==> src/rtl/dmem_pkg.sv <==
// ============================================================================
// Module      : dmem_pkg
// Description : Shared types and helpers for the data-memory arbiter.
// Revision    : 1.0 - initial release
// ============================================================================
`default_nettype none

package dmem_pkg;

    localparam logic [1:0] SZ_WORD = 2'b00;
    localparam logic [1:0] SZ_BYTE = 2'b01;
    localparam logic [1:0] SZ_HALF = 2'b10;

    typedef enum logic [0:0] {
        NORMAL = 1'b0,
        B_PRIO = 1'b1
    } arb_state_e;

    typedef struct packed {
        logic        we;
        logic [1:0]  size;
        logic        is_unsigned;
        logic [31:0] addr;
        logic [31:0] wdata;
    } req_t;

    // Byte offset actually used for lane steering; halves and words are
    // forced onto their natural boundary so a misaligned request that slips
    // through unflagged still lands on sane lanes.
    function automatic logic [1:0] lane_lo(input logic [1:0] size, input logic [1:0] lo);
        case (size)
            SZ_BYTE: return lo;
            SZ_HALF: return {lo[1], 1'b0};
            default: return 2'b00;
        endcase
    endfunction

endpackage

`default_nettype wire

==> src/rtl/dmem_lane_align.sv <==
// ============================================================================
// Module      : dmem_lane_align
// Description : Combinational byte-lane steering: store mask/data on the
//               request side, lane select and sign/zero extension on loads.
// Revision    : 1.0 - initial release
// ============================================================================
`default_nettype none

module dmem_lane_align
    import dmem_pkg::*;
(
    input  logic [1:0]  i_st_size,
    input  logic [1:0]  i_st_lo,
    input  logic [31:0] i_st_wdata,
    output logic [3:0]  o_st_we,
    output logic [31:0] o_st_wdata,
    input  logic [1:0]  i_ld_size,
    input  logic [1:0]  i_ld_lo,
    input  logic        i_ld_unsigned,
    input  logic [31:0] i_ld_raw,
    output logic [31:0] o_ld_data
);

    logic [15:0] w_ld_shift;

    always_comb begin
        o_st_we    = 4'b1111;
        o_st_wdata = i_st_wdata;
        case (i_st_size)
            SZ_BYTE: begin
                o_st_we    = 4'b0001 << i_st_lo;
                o_st_wdata = {4{i_st_wdata[7:0]}};
            end
            SZ_HALF: begin
                o_st_we    = 4'b0011 << i_st_lo;
                o_st_wdata = {2{i_st_wdata[15:0]}};
            end
            default: ;
        endcase
    end

    assign w_ld_shift = 16'(i_ld_raw >> {i_ld_lo, 3'b000});

    always_comb begin
        o_ld_data = i_ld_raw;
        case (i_ld_size)
            SZ_BYTE: o_ld_data = {{24{~i_ld_unsigned & w_ld_shift[7]}},  w_ld_shift[7:0]};
            SZ_HALF: o_ld_data = {{16{~i_ld_unsigned & w_ld_shift[15]}}, w_ld_shift};
            default: ;
        endcase
    end

endmodule

`default_nettype wire

==> src/rtl/dmem_arbiter.sv <==
// ============================================================================
// Module      : dmem_arbiter
// Description : Two-port arbiter/sequencer for a single-port data BRAM with
//               starvation protection for port B. Define
//               DMEM_MISALIGN_CHECK_EN to flag misaligned accesses as errors.
// Revision    : 1.0 - initial release
// ============================================================================
`default_nettype none

module dmem_arbiter
    import dmem_pkg::*;
#(
    parameter int DEPTH    = 1024,
    parameter int MAX_WAIT = 4
) (
    input  logic                     clk,
    input  logic                     reset,
    input  logic                     a_req,
    input  logic                     a_we,
    input  logic [1:0]               a_size,
    input  logic                     a_unsigned,
    input  logic [31:0]              a_addr,
    input  logic [31:0]              a_wdata,
    output logic                     a_gnt,
    output logic                     a_rvalid,
    output logic [31:0]              a_rdata,
    output logic                     a_err,
    input  logic                     b_req,
    input  logic                     b_we,
    input  logic [1:0]               b_size,
    input  logic                     b_unsigned,
    input  logic [31:0]              b_addr,
    input  logic [31:0]              b_wdata,
    output logic                     b_gnt,
    output logic                     b_rvalid,
    output logic [31:0]              b_rdata,
    output logic                     b_err,
    output logic                     mem_en,
    output logic [3:0]               mem_we,
    output logic [$clog2(DEPTH)-1:0] mem_addr,
    output logic [31:0]              mem_wdata,
    input  logic [31:0]              mem_rdata
);

    localparam int AW = $clog2(DEPTH);

    arb_state_e        r_state, w_state_nxt;
    logic [3:0]        r_wait_cnt, w_wait_nxt;
    logic              w_a_gnt, w_b_gnt, w_gnt, w_err;
    req_t              w_sel;
    logic [1:0]        w_lo;
    logic [3:0]        w_st_we;
    logic [31:0]       w_st_wdata, w_ld_data, w_rd;

    logic              r_a_rvalid, r_b_rvalid, r_err, r_we, r_unsigned;
    logic [1:0]        r_size, r_lo;
    logic [AW-1:0]     r_mem_addr;
    logic [31:0]       r_mem_wdata;

    always_comb begin
        w_a_gnt     = 1'b0;
        w_b_gnt     = 1'b0;
        w_state_nxt = r_state;
        w_wait_nxt  = r_wait_cnt;
        if (!reset) begin
            case (r_state)
                NORMAL: begin
                    w_a_gnt = a_req;
                    w_b_gnt = b_req & ~a_req;
                    if (!b_req || w_b_gnt)
                        w_wait_nxt = 4'd0;
                    else if (r_wait_cnt < 4'(MAX_WAIT))
                        w_wait_nxt = r_wait_cnt + 4'd1;
                    if (w_wait_nxt >= 4'(MAX_WAIT))
                        w_state_nxt = B_PRIO;
                end
                B_PRIO: begin
                    // Whether B takes its slot or withdrew, the debt is settled.
                    w_b_gnt     = b_req;
                    w_a_gnt     = a_req & ~b_req;
                    w_wait_nxt  = 4'd0;
                    w_state_nxt = NORMAL;
                end
                default: w_state_nxt = NORMAL;
            endcase
        end
    end

    assign w_gnt = w_a_gnt | w_b_gnt;
    assign w_sel = w_b_gnt ? '{b_we, b_size, b_unsigned, b_addr, b_wdata}
                           : '{a_we, a_size, a_unsigned, a_addr, a_wdata};
    assign w_lo  = lane_lo(w_sel.size, w_sel.addr[1:0]);

`ifdef DMEM_MISALIGN_CHECK_EN
    logic w_misalign;
    assign w_misalign = ((w_sel.size == SZ_HALF) && w_sel.addr[0]) ||
                        ((w_sel.size == SZ_WORD || w_sel.size == 2'b11) && (w_sel.addr[1:0] != 2'b00));
    assign w_err = (w_sel.addr[31:2] >= 30'(DEPTH)) | w_misalign;
`else
    assign w_err = (w_sel.addr[31:2] >= 30'(DEPTH));
`endif

    dmem_lane_align u_align (
        .i_st_size     (w_sel.size),
        .i_st_lo       (w_lo),
        .i_st_wdata    (w_sel.wdata),
        .o_st_we       (w_st_we),
        .o_st_wdata    (w_st_wdata),
        .i_ld_size     (r_size),
        .i_ld_lo       (r_lo),
        .i_ld_unsigned (r_unsigned),
        .i_ld_raw      (mem_rdata),
        .o_ld_data     (w_ld_data)
    );

    assign mem_en    = w_gnt & ~w_err;
    assign mem_we    = (mem_en && w_sel.we) ? w_st_we : 4'b0000;
    assign mem_addr  = w_gnt ? w_sel.addr[AW+1:2] : r_mem_addr;
    assign mem_wdata = w_gnt ? w_st_wdata : r_mem_wdata;

    always_ff @(posedge clk) begin
        if (reset) begin
            r_state     <= NORMAL;
            r_wait_cnt  <= 4'd0;
            r_a_rvalid  <= 1'b0;
            r_b_rvalid  <= 1'b0;
            r_err       <= 1'b0;
            r_we        <= 1'b0;
            r_unsigned  <= 1'b0;
            r_size      <= 2'b00;
            r_lo        <= 2'b00;
            r_mem_addr  <= '0;
            r_mem_wdata <= 32'd0;
        end else begin
            r_state    <= w_state_nxt;
            r_wait_cnt <= w_wait_nxt;
            r_a_rvalid <= w_a_gnt;
            r_b_rvalid <= w_b_gnt;
            if (w_gnt) begin
                r_err       <= w_err;
                r_we        <= w_sel.we;
                r_unsigned  <= w_sel.is_unsigned;
                r_size      <= w_sel.size;
                r_lo        <= w_lo;
                r_mem_addr  <= mem_addr;
                r_mem_wdata <= mem_wdata;
            end
        end
    end

    // Response outputs are masked by reset so an in-flight access never surfaces.
    assign w_rd     = (r_err || r_we) ? 32'd0 : w_ld_data;
    assign a_gnt    = w_a_gnt;
    assign b_gnt    = w_b_gnt;
    assign a_rvalid = r_a_rvalid & ~reset;
    assign b_rvalid = r_b_rvalid & ~reset;
    assign a_err    = a_rvalid & r_err;
    assign b_err    = b_rvalid & r_err;
    assign a_rdata  = a_rvalid ? w_rd : 32'd0;
    assign b_rdata  = b_rvalid ? w_rd : 32'd0;

endmodule

`default_nettype wire
==> config.mk <==
export PLATFORM = sky130hd
export DESIGN_NAME = dmem_arbiter
export DESIGN_NICKNAME = d
export VERILOG_FILES = /design/src/rtl/dmem_pkg.sv /design/src/rtl/dmem_lane_align.sv /design/src/rtl/dmem_arbiter.sv
export SDC_FILE = /design/constraint.sdc
export NUM_CORES = 1
export LEC_CHECK = 0
export BUFFER_PORTS_ARGS = -buffer_cell sky130_fd_sc_hd__clkbuf_2
export CAP_MARGIN = 20
export CORE_MARGIN = 5
export CORE_UTILIZATION = 25
export CTS_CLUSTER_SIZE = 20
export DETAILED_ROUTE_END_ITERATION = 12
export PLACE_DENSITY = 0.52
export SLEW_MARGIN = 0
export SYNTH_ARGS = -nofsm -noshare
export SYNTH_HDL_FRONTEND = slang
export SYNTH_HIERARCHICAL = 1
export SYNTH_SLANG_ARGS = --single-unit
==> constraint.sdc <==
create_clock -name clk -period 3 [get_ports clk]
set_input_delay 0.15 -clock clk [delete_from_list [all_inputs] [get_ports clk]]
set_output_delay 0.15 -clock clk [all_outputs]
set_load 0.1 [all_outputs]
==> summary by stage <==
Logic synthesis
The synthesized design contains 56 register bits. dfxtp_1 takes more of the synthesized area than any other cell. Averaged over all synthesized cells, the footprint is approximately 6.5 um2.

The post-synth net total is 906. The post-synthesis instance total is between 700 and 800. For this run, the number of Yosys warnings is 6. In the synthesized netlist the async set-or-reset flop fraction comes to 0%.

The synthesized cell area is 4730 um2. After synthesis, the cell types taking the most area are dfxtp_1 24%, nand2_1 22%, and2_1 11%, a21oi_1 4.8%, mux2i_1 4.7%. The number of flops mapped to enable cells by yosys is 0. In the synthesized netlist the dominant register cell turns out to be dfxtp_1. The portion of synthesized cell area occupied by the leading cell type is 23.7%. Sequential elements use 23.7% of the synthesized area. The count of different cell masters after synthesis is 53.

Floorplanning
In this run the horizontal extent of the chip is around 150 um. The I/O pin count is 289. The die is 148 um tall.

In this run the core area contains 50 standard-cell rows. The initial core utilization is between 20 and 30%. The placeable core region is 18600 um2.

The die covers roughly 22000 um2.

Clocking
The clock reaches the later pin of the worst-skew pair after 0.30 ns. In this run, CTS created clock tree buffers numbering 5. The clock passes through at most 2 buffers. The H-tree generated during clock tree synthesis spans 2 levels. The post-CTS setup repair buffer count is 0. TritonCTS built the clock tree. The cell at the root of the clock tree is clkbuf_16. The number of sinks on the clock net is 56.

Clock-pin slew was measured on the worst setup and hold paths at 0.07 ns.

Layout
The total number of nets in the final design is 1156. The finished layout holds 1212 standard cells, fillers aside. 0 antenna diodes ended up in the layout.

Cells with a size suffix above 1 make up 35.9% of the layout. The most frequent standard cell in the layout excluding fill and tap cells is nand2_1. The area growth from synthesis to layout is 50.5%.

The final design utilization is approximately two fifths. Once layout is done, the placed cells without fillers occupy ~7100 um2. The library cells used most frequently in the layout, excluding fill and tap cells, are 267 x nand2_1, 245 x clkbuf_2, 83 x and2_1.

Global route
Entering global routing, the biggest net connects 52 pins. The number of global-route vias before repair is 5389. Global routing finished with a remaining overflow of 0.

The overall routing resource usage is 16.5%. The number of antenna violations at the first check in global routing came to 0. The first global-routing pass estimated ~29 mm of wire.

Placed design
The number of instances in the placed design is 1204. The count of buffers added on input and output ports is ~290. The final weighted congestion of routability-driven global placement is 0.880. Summing all placed instances gives a cell area of a little under 7000 um2.

The detailed placer's ending HPWL is 15.0 mm.

Power
The final total power is 3020 uW. For this design the static power due to leakage is roughly 0.0037 uW. IR analysis of the VDD net gives a maximum drop of roughly 0.00025 V. Power spread over the standard cell area amounts to between 400 and 500 nW/um2.

Run status
The flow ran to the end, and the final reports show no timing, DRC or antenna violations.

Worst setup path
On the worst path, the slowest cell contributes a delay of 0.36 ns. The arrival time of the worst setup path is 2.66 ns. The worst-path cell with the longest stage delay is ha_1. Together, buffers and inverters on the worst path number 2.

The cell family contributing the most delay on the critical path is simple AND/OR/NAND/NOR gates. The most numerous cell type found on the critical path is nor3b_4. The largest driver fanout on the critical path is 5. The type of the setup path with the least slack is flip-flop to primary output. STA classifies the critical path startpoint as a flip-flop. STA classifies the critical path endpoint as a primary output.

Data on the critical path is required at its endpoint by 2.85 ns. Traced cell by cell, the critical path runs through o211ai_4, mux2i_2, inv_1, ha_1, nor3b_4, nand2_1, o21ai_0, nor3b_4, buf_12.

Route
The count of antenna-violating nets left after detailed routing is 0. The detailed router finished its first iteration with 222 violations. After detailed routing, the total wire length is roughly 19 mm. The via density per instance is 4.57. The routed via count is around 5500. Dividing the detail-routed wire length by the instance count gives roughly 15 um. The number of optimization iterations in the first detailed-route pass is 4. In the routed design, unresolved DRC markers number 0.

STA
The measured slew at the worst slew-check pin is 0.756 ns. The worst clock skew is 0.00772 ns. On the final layout, the worst hold slack is between 0.09 and 0.1 ns. Setup repair after global routing could not meet its margin everywhere. For the finished layout, the period the worst path requires is 2.81 ns. The final critical path takes up 93.5% of the cycle. The headroom to the max-slew limit is 49.4%. The total count of max-transition violations in the final report is 0. The number of hold violations in the final report is 0. The setup-violating endpoint count in the final report is 0. Static timing analysis puts the maximum clock frequency at around 360 MHz.

Flow run
The number of max-capacitance violations reported is 0.

Worst hold path
The path class of the lowest-slack min-delay path is primary input to flip-flop.
synth_stat cells, types with 2 or more instances:
cell type,n
nand4b_1,2
nor2_1,26
nand2b_1,2
and2b_2,3
nor3_1,3
dfxtp_1,56
mux2i_1,22
o22ai_2,2
or4_1,2
clkbuf_8,3
ha_1,7
a22o_1,8
nor4_1,7
and2_1,83
a22oi_1,9
buf_2,7
buf_6,4
nand2_1,275
mux2i_4,2
o21bai_1,2
a21oi_1,45
or2_2,2
buf_4,9
o21ai_0,30
nor2b_1,15
and3_1,2
inv_2,3
a211o_1,7
clkbuf_1,33
inv_1,10
a32o_1,8
o21ai_1,8
a211oi_1,3
nor3b_1,8
power breakdown:
group,total (uW),switching [uW],internal [uW]
Clock,686,293,394
Sequential,803,17.0,786
Combinational,1530,1050,482
state kept, by name (all words and copies together) (netlist names):
signal       count
r_we             1
r_size           2
r_err            1
r_mem_wdata     32
r_mem_addr      10
r_b_rvalid       1
r_unsigned       1
r_state          1
r_a_rvalid       1
r_lo             2
r_wait_cnt       4
cell families (layout without fill, tap and decap cells):
kind of cell / after synthesis / after routing / share of synthesized area [%]
buf+inv: 72 / 323 / 8.02
simple gates: 439 / 439 / 42.9
compound gates: 128 / 128 / 17.7
xor+xnor: 1 / 1 / 0.185
flops: 56 / 56 / 23.7
mux: 24 / 24 / 5.61
fa+ha+maj: 7 / 7 / 1.85
layout make-up:
class                   instances  area (um2)
multi-input cells             599        3350
clock inverters                 3        42.5
inverters                      13        48.8
repair buffers                302        2130
clock buffers                   5         125
fillers                      1987       11500
flip-flops and latches         56        1120
well taps                     234         293
layer usage:
| metal | global-route usage [%] | share of wire (%) |
|---|---|---|
| met1 | 20.3 | 43 |
| met2 | 28.8 | 48 |
| met3 | 4.32 | 8.2 |
| met4 | 3.63 | 1.4 |
| met5 | 0 | 0 |
tightest hold or removal path, stage by stage:
cell      delay, ns
clkbuf_2       0.08
nand2_1        0.05
a311oi_1       0.07
per-stage QoR:
| step | TNS [ns] | setup slack, ns |
|---|---|---|
| 3_3_place_gp | 0 | 0.350 |
| 6_report | 0 | 0.195 |
| 3_5_place_dp | 0 | 0.299 |
| 2_1_floorplan | -18.33 | -0.299 |
| 4_1_cts | 0 | 0.0488 |
| 5_1_grt | 0 | 0.00872 |
final timing paths:
kind / startpoint / end / slack, ns / cells past startpoint
setup / recovery: r_state / mem_we[2] / 0.19 / 9
setup reg to reg: r_state / r_mem_wdata[10] / 0.75 / 9
hold / removal: b_unsigned / r_unsigned / 0.1 / 3
hold reg to reg: r_mem_wdata[6] / r_mem_wdata[6] / 0.46 / 2
repair_timing:
item | 4_1_cts | 5_1_grt
endpoints found under the hold margin | 0 | 0
setup endpoints to repair | 0 | 18
hold buffers | 0 | 0
resized for setup | 0 | 6
(Power assumes the default switching activity.)
